## src/rtl/writeback_queue_if.sv

```systemverilog
// Producer/register-file/decode-side signal bundle for writeback_queue.
// The queue takes the slave modport; whoever drives results and stalls takes the master.
interface writeback_queue_if #(
  parameter int WORD_SIZE = 16,
  parameter int REG_SIZE  = 2,
  parameter int DEPTH     = 4
);
  localparam int CW = $clog2(DEPTH) + 1;

  logic                 in_valid;
  logic                 in_ready;
  logic [REG_SIZE-1:0]  in_reg;
  logic [WORD_SIZE-1:0] in_data;
  logic                 wb_en;
  logic                 regWrite;
  logic [REG_SIZE-1:0]  regW;
  logic [WORD_SIZE-1:0] writeData;
  logic [REG_SIZE-1:0]  look1;
  logic [REG_SIZE-1:0]  look2;
  logic                 hit1;
  logic                 hit2;
  logic [WORD_SIZE-1:0] fwd1;
  logic [WORD_SIZE-1:0] fwd2;
  logic [CW-1:0]        count;

  modport master (
    output in_valid, in_reg, in_data, wb_en, look1, look2,
    input  in_ready, regWrite, regW, writeData, hit1, hit2, fwd1, fwd2, count
  );

  modport slave (
    input  in_valid, in_reg, in_data, wb_en, look1, look2,
    output in_ready, regWrite, regW, writeData, hit1, hit2, fwd1, fwd2, count
  );
endinterface

```

## src/rtl/writeback_queue.sv

```systemverilog
// In-order result queue feeding the register file write port, with two youngest-match forwarding lookups.
// Accepted results drain no earlier than the next cycle; in_ready drops only when all DEPTH entries are full.
module writeback_queue #(
  parameter int WORD_SIZE = 16,
  parameter int REG_SIZE  = 2,
  parameter int DEPTH     = 4
) (
  input logic               Clk,
  input logic               Reset,
  writeback_queue_if.slave  q
);
  localparam int PW = $clog2(DEPTH);
  localparam int CW = PW + 1;

  logic [REG_SIZE-1:0]  ent_reg  [DEPTH];
  logic [WORD_SIZE-1:0] ent_data [DEPTH];
  logic [PW-1:0]        rd_ptr;
  logic [PW-1:0]        wr_ptr;
  logic [CW-1:0]        cnt;

  logic not_empty;
  logic enq;
  logic deq;

  assign not_empty   = (cnt != '0);
  assign q.in_ready  = (cnt != CW'(DEPTH));
  assign enq         = q.in_valid && q.in_ready;
  assign deq         = q.wb_en && not_empty;

  assign q.regWrite  = deq;
  assign q.regW      = not_empty ? ent_reg[rd_ptr]  : '0;
  assign q.writeData = not_empty ? ent_data[rd_ptr] : '0;
  assign q.count     = cnt;

  always_ff @(posedge Clk) begin
    if (Reset) begin
      rd_ptr <= '0;
      wr_ptr <= '0;
      cnt    <= '0;
    end else begin
      if (enq) wr_ptr <= wr_ptr + PW'(1);
      if (deq) rd_ptr <= rd_ptr + PW'(1);
      if (enq && !deq)      cnt <= cnt + CW'(1);
      else if (!enq && deq) cnt <= cnt - CW'(1);
    end
  end

  // Payload needs no reset: every output is qualified by cnt.
  always_ff @(posedge Clk) begin
    if (enq) begin
      ent_reg[wr_ptr]  <= q.in_reg;
      ent_data[wr_ptr] <= q.in_data;
    end
  end

  logic [PW-1:0]        idx;
  logic                 hit1_c, hit2_c;
  logic [WORD_SIZE-1:0] fwd1_c, fwd2_c;

  // Walk oldest to youngest so the last match left standing is the youngest.
  always_comb begin
    idx    = rd_ptr;
    hit1_c = 1'b0;
    hit2_c = 1'b0;
    fwd1_c = '0;
    fwd2_c = '0;
    for (int i = 0; i < DEPTH; i++) begin
      idx = rd_ptr + PW'(i);
      if (CW'(i) < cnt) begin
        if (ent_reg[idx] == q.look1) begin
          hit1_c = 1'b1;
          fwd1_c = ent_data[idx];
        end
        if (ent_reg[idx] == q.look2) begin
          hit2_c = 1'b1;
          fwd2_c = ent_data[idx];
        end
      end
    end
  end

  assign q.hit1 = hit1_c;
  assign q.hit2 = hit2_c;
  assign q.fwd1 = fwd1_c;
  assign q.fwd2 = fwd2_c;
endmodule

```

## src/flat_wrapper.sv

```systemverilog
// flat-port wrapper written by rule: the top's interface ports become plain ports
module writeback_queue_flat 
#(
  parameter int WORD_SIZE = 16,
  parameter int REG_SIZE  = 2,
  parameter int DEPTH     = 4
)
  (Clk, Reset, q_in_valid, q_in_reg, q_in_data, q_wb_en, q_look1, q_look2, q_in_ready, q_regWrite, q_regW, q_writeData, q_hit1, q_hit2, q_fwd1, q_fwd2, q_count);
  writeback_queue_if #(.WORD_SIZE(WORD_SIZE), .REG_SIZE(REG_SIZE), .DEPTH(DEPTH)) q_i ();
  input logic Clk;
  input logic Reset;
  input wire logic [$bits(q_i.in_valid)-1:0] q_in_valid;
  input wire logic [$bits(q_i.in_reg)-1:0] q_in_reg;
  input wire logic [$bits(q_i.in_data)-1:0] q_in_data;
  input wire logic [$bits(q_i.wb_en)-1:0] q_wb_en;
  input wire logic [$bits(q_i.look1)-1:0] q_look1;
  input wire logic [$bits(q_i.look2)-1:0] q_look2;
  output wire logic [$bits(q_i.in_ready)-1:0] q_in_ready;
  output wire logic [$bits(q_i.regWrite)-1:0] q_regWrite;
  output wire logic [$bits(q_i.regW)-1:0] q_regW;
  output wire logic [$bits(q_i.writeData)-1:0] q_writeData;
  output wire logic [$bits(q_i.hit1)-1:0] q_hit1;
  output wire logic [$bits(q_i.hit2)-1:0] q_hit2;
  output wire logic [$bits(q_i.fwd1)-1:0] q_fwd1;
  output wire logic [$bits(q_i.fwd2)-1:0] q_fwd2;
  output wire logic [$bits(q_i.count)-1:0] q_count;
  assign q_i.in_valid = q_in_valid;
  assign q_i.in_reg = q_in_reg;
  assign q_i.in_data = q_in_data;
  assign q_i.wb_en = q_wb_en;
  assign q_i.look1 = q_look1;
  assign q_i.look2 = q_look2;
  assign q_in_ready = q_i.in_ready;
  assign q_regWrite = q_i.regWrite;
  assign q_regW = q_i.regW;
  assign q_writeData = q_i.writeData;
  assign q_hit1 = q_i.hit1;
  assign q_hit2 = q_i.hit2;
  assign q_fwd1 = q_i.fwd1;
  assign q_fwd2 = q_i.fwd2;
  assign q_count = q_i.count;
  writeback_queue #(.WORD_SIZE(WORD_SIZE), .REG_SIZE(REG_SIZE), .DEPTH(DEPTH)) u_core (.Clk(Clk), .Reset(Reset), .q(q_i));
endmodule
```

## config.mk

```make
export PLATFORM = sky130hd
export DESIGN_NAME = writeback_queue_flat
export DESIGN_NICKNAME = d
export VERILOG_FILES = /design/src/rtl/writeback_queue_if.sv /design/src/rtl/writeback_queue.sv /design/src/flat_wrapper.sv
export SDC_FILE = /design/constraint.sdc
export NUM_CORES = 1
export LEC_CHECK = 0
export BUFFER_PORTS_ARGS = -buffer_cell sky130_fd_sc_hd__buf_2
export CORE_MARGIN = 1
export CORE_UTILIZATION = 60
export DETAILED_ROUTE_END_ITERATION = 10
export MAX_ROUTING_LAYER = met4
export PLACE_DENSITY = 0.83
export REMOVE_ABC_BUFFERS = 1
export SYNTH_ARGS = -nofsm -noshare
export SYNTH_HDL_FRONTEND = slang
export SYNTH_SLANG_ARGS = --single-unit
```

## constraint.sdc

```tcl
create_clock -name Clk -period 5.18 [get_ports Clk]
set_input_delay 0.259 -clock Clk [delete_from_list [all_inputs] [get_ports Clk]]
set_output_delay 0.259 -clock Clk [all_outputs]
set_load 0.05 [all_outputs]
```

# Word level (Yosys, flattened, before mapping)

Memory sizes are Yosys's and may differ from the RTL's. A register that Yosys moved wholly into a read port is not among the register bits.
Cells that the tools add are included.

Register bits after elaboration: 7
Memory bits (writable): 72
Input bits: 26
Output and inout port bits: 57
Logic and storage cells: 74
Memories kept: 2

$add $sub $neg: 6
Order comparisons: 4
Equal/unequal tests: 9
Multiplexer cells: 42
Reductions and logical operators: 8

Memories:

| memory          | words | width | read ports | clocked after memory_dff | wr ports | line                  | text |
|---|---|---|---|---|---|---|---|
| u_core.ent_data | 4     | 16    | 4          | 1                        | 1        | writeback_queue.sv:16 | `logic [WORD_SIZE-1:0] ent_data [DEPTH];` |
| u_core.ent_reg  | 4     | 2     | 4          | 1                        | 1        | writeback_queue.sv:15 | `logic [REG_SIZE-1:0] ent_reg [DEPTH];` |

Operators with widths:

| operator                                          | count |
|---|---|
| two-way mux 16 bit                                | 17 |
| two-way mux 1 bit                                 | 18 |
| == test 2 bit                                     | 8 |
| two-way mux 2 bit                                 | 5 |
| < comparator 1 x 3 -> 1 bit, first input constant | 2 |
| < comparator 2 x 3 -> 1 bit, first input constant | 2 |
| two-way mux 3 bit                                 | 2 |
| adder 2 x 1 -> 2 bit, second input constant       | 2 |
| adder 2 bit, second input constant                | 2 |
| logical AND 1 bit                                 | 4 |
| adder 3 x 1 -> 3 bit, second input constant       | 1 |
| inequality test 3 bit, second input constant      | 1 |
| nonzero test 3 bit                                | 1 |
| subtractor 3 x 1 -> 3 bit, second input constant  | 1 |
| zero test 1 bit                                   | 2 |
| nonzero test 2 bit                                | 1 |

# Depth between registers and ports, before layout

Depth in word-level cells: 9
Mapped depth: 10
Mapped depth without buffers: 9

# Worst setup path before layout

OpenSTA, ideal clock, no wires.

Kind: register -> output
From: reg u_core.rd_ptr[0]
To: out q_fwd2[10]
Arrival time: 3.063 ns
Data required time: 4.921 ns
Setup slack: 1.858 ns
Stages on the path, launching flop included: 9
Buffers on the path: 3
Cells stage by stage: dfxtp_1 > buf_2 > mux4_2 > xnor2_1 > and3_1 > buf_2 > buf_2 > a211oi_1 > a211oi_1

Word-level cells in the longest chain between the ends: 9
Elaborated cells on any way between the ends: 14
Classes of those cells: 3 x add/sub; 3 x eq/ne; 6 x mux; 2 x memory

RTL lines:

| element                 | line                  | text |
|---|---|---|
| start, declared         | writeback_queue.sv:17 | `logic [PW-1:0] rd_ptr;` |
| start signal, assigned  | writeback_queue.sv:42 | `if (deq) rd_ptr <= rd_ptr + PW'(1);` |
| adder 2 x 1 -> 2 bit    | writeback_queue.sv:68 | `idx = rd_ptr + PW'(i);` |
| memory read (4 x 2 bit) | --                    |  |
| == test 2 bit           | writeback_queue.sv:74 | `if (ent_reg[idx] == q.look2) begin` |
| two-way mux 16 bit      | writeback_queue.sv:74 |  |
| two-way mux 16 bit      | writeback_queue.sv:69 | `if (CW'(i) < cnt) begin` |
| two-way mux 16 bit      | writeback_queue.sv:74 |  |
| two-way mux 16 bit      | writeback_queue.sv:69 |  |
| two-way mux 16 bit      | writeback_queue.sv:74 |  |
| two-way mux 16 bit (*)  | writeback_queue.sv:69 |  |
| end, declared           | flat_wrapper.sv:25    | `output wire logic [$bits(q_i.fwd2)-1:0] q_fwd2;` |

Mark *: on every way between the ends. The rest lies on a longest branch, timed or not.

# Final worst setup path

From: reg u_core.rd_ptr[1]
To: out q_fwd1[6]

Word-level cells in the longest chain between the ends: 9
Elaborated cells on any way between the ends: 14
Classes of those cells: 3 x add/sub; 3 x eq/ne; 6 x mux; 2 x memory

RTL lines:

| element                 | line                  | text |
|---|---|---|
| adder 2 x 1 -> 2 bit    | writeback_queue.sv:68 |  |
| memory read (4 x 2 bit) | --                    |  |
| == test 2 bit           | writeback_queue.sv:70 | `if (ent_reg[idx] == q.look1) begin` |
| two-way mux 16 bit      | writeback_queue.sv:70 |  |
| two-way mux 16 bit      | writeback_queue.sv:69 |  |
| two-way mux 16 bit      | writeback_queue.sv:70 |  |
| two-way mux 16 bit      | writeback_queue.sv:69 |  |
| two-way mux 16 bit      | writeback_queue.sv:70 |  |
| two-way mux 16 bit (*)  | writeback_queue.sv:69 |  |
| end, declared           | flat_wrapper.sv:24    | `output wire logic [$bits(q_i.fwd1)-1:0] q_fwd1;` |

Marks and branches as above.

==> out/metrics.cfg <==
[status]
status=complete, no violations

[yosys]
ys_seq_area_frac=0.3995
yosysWarnings=0
async_reset_ff_frac=0
syn_area_um2=5863
synth_ff_type=edfxtp_1
avgSynthCellArea_um2=12.40
synth_cells=473
synth_edf_count=72
ys_ff_latch=81
synth_cell_type_count=31

[sta]
tightestPinTransition_ns=1.178
relSlewSlack=0.2149
finalClockSkew_ns=0.01812
fin_crit_sh=0.8232
rsz0062_at_grt=false
setup-violations-final=0
layout_min_cycle_time_ns=4.264
layout_setup_ws_ns=0.9160
hold_viol=0
final-max-slew-violation-count=0
max_freq_ghz=0.2345

[setup_path]
endpoint_kind=output port
cp.required_ns=4.92
slowest_delay_ns=0.86
arrival_ns=4.01
worst-setup-path-type=flip-flop to output port
crit_chain=mux4_2, xor2_2, or3_1, a311oi_1, o21ai_0, buf_2
cpMaxStageDelayCell=or3_1
worstPathMaxFanout=20
crit_family=simple AND/OR/NAND/NOR gates
cp_num_buf_inv=1
startpoint_type=flip-flop

[floorplan]
die_w_um=100.9
start_util=0.6256
rows=35
die-area_um2=10170
ios=83
die_h_um=100.9
core_area_um2=9371

[routing]
drt_iter0_drc=657
drt-vias-per-instance=7.319
vias=4823
ant_nets=0
drc=0
dr.pass1.iters=6
post_drt_wl_per_cell_um=23.78
routed_wl_um=15670

[final_layout]
utilization=0.6854
antenna-diode-count=0
area_growth_pct=9.560
drive_gt1_frac=0.3547
largest_reg_flops=64
fin_nets=559

[clock_network]
cts_resized=0
insertion_delay_ns=0.36
cts_sinks=81
postCtsHoldBufs=0
post_cts_buffers=0
cts_tree=built
clockBufferDepth=2
cts_root_buf=clkbuf_8
cts_made_buffers=9
htreeDepth=3
clk_pin_slew_ns=0.08

[grt]
antenna_found_initial=0
use_met1=0.4300
grt_pass1_vias=4697
grt_max_degree=37
grt_pass1_wl_um=24670
globalRouteTotalUtil=0.3393
use_met3=0.05964
use_met2=0.5232
overflow=0
top_usage_layer=met2

[placed_design]
dp_slack_ns=1.357
portBuffers=82
place.gp.congestion=0.8536
detailed_place_hpwl_um=10300

[flow_run]
drv_cap=0

[min_path]
worstHoldPathType=input port to flip-flop

stage by stage:
step | cell area (µm²) | std cells | hold WS [ns] | TNS [ns]
6_report | 6424 | 659 | 0.1115 | 0
5_1_grt | 6424 | 659 | 0.1078 | 0
4_1_cts | 6424 | 659 | 0.1066 | 0
3_5_place_dp | 6262 | 643 | 0.4755 | 0
3_3_place_gp | 6262 | 643 | 0.4692 | 0
2_1_floorplan | 5635 | 425 | 0.3281 | -2.286
worst paths after layout:
path	cells after the start	from	endpoint	slack, ns
worst min-delay path	1	q_in_data[14]	u_core.ent_data[3][14]	0.11
worst max-delay path	6	u_core.rd_ptr[1]	q_fwd1[6]	0.92
worst min register to register	2	u_core.wr_ptr[0]	u_core.wr_ptr[0]	0.59
worst max register to register	7	u_core.q.count[0]	u_core.q.count[2]	2.62
routing by layer:
layer	wire (µm)	up-vias
li1	-	2007
met3	2114	95
met1	5314	2239
met5	0	-
met2	7520	482
met4	724	0
layout by cell type, fill, tap and decap left out:
cell / netlist / final
o21ai_0: 24 / 24
mux4_2: 72 / 72
buf_2: 20 / 82
clkbuf_1: 21 / 2
mux2i_1: 1 / 1
or2_2: 1 / 1
a21o_1: 1 / 1
dfxtp_2: 0 / 2
or4_1: 1 / 1
a21oi_1: 3 / 3
inv_4: 0 / 2
a311oi_1: 8 / 8
nand2_1: 36 / 36
ha_1: 8 / 8
nor3_2: 1 / 1
nand3_1: 21 / 21
nor2_1: 26 / 26
inv_1: 5 / 5
clkinv_2: 0 / 2
nand2b_1: 1 / 1
xnor2_1: 13 / 13
o21ai_1: 9 / 9
a311oi_2: 8 / 8
buf_4: 0 / 7
edfxtp_1: 72 / 72
or3_1: 3 / 3
clkbuf_8: 0 / 9
dfxtp_1: 9 / 7
xor2_1: 7 / 7
and2_1: 19 / 19
clkinvlp_4: 0 / 1
nor3_1: 33 / 33
xor2_2: 1 / 1
a211oi_1: 32 / 32
and3_1: 10 / 10
synth_stat cells (13+ instances only):
cell type / instances / share of area
mux4_2: 72 / 0.28
nand3_1: 21 / 0.018
o21ai_0: 24 / 0.020
clkbuf_1: 21 / 0.013
a211oi_1: 32 / 0.041
edfxtp_1: 72 / 0.37
xnor2_1: 13 / 0.019
nor2_1: 26 / 0.017
and2_1: 19 / 0.020
nor3_1: 33 / 0.028
nand2_1: 36 / 0.023
buf_2: 20 / 0.017
area by class of cell:
| type | count | area (µm²) |
|---|---|---|
| repair buffers | 89 | 462.9 |
| fillers | 691 | 2948 |
| flip-flops and latches | 81 | 2345 |
| clock buffers | 11 | 131.4 |
| inverters | 5 | 18.77 |
| multi-input cells | 339 | 3274 |
| well taps | 129 | 161.4 |
| clock inverters | 5 | 30.03 |
cells by family (layout without fill, tap and decap cells):
kind of cell | count (synthesis) | after routing | synth area share
AND/OR/NAND/NOR | 152 | 152 | 0.1251
AO/OA/AOI/OAI | 85 | 85 | 0.1054
flip-flops | 81 | 81 | 0.3995
multiplexers | 73 | 73 | 0.2783
buffers and inverters | 53 | 110 | 0.04204
XOR/XNOR | 21 | 21 | 0.03265
adder cells (fa/ha/maj) | 8 | 8 | 0.01707
worst register-to-register path: cells and delay by family, from the launching register on:
kind | cells | cell delay (ns)
compound gates | 1 | 0.14
fa+ha+maj | 2 | 0.63
buf+inv | 1 | 0.11
flops | 1 | 0.43
simple gates | 3 | 1.18
Power is not shown: default switching activity piles up to over one toggle a cycle in this logic, so the estimate is an artifact.
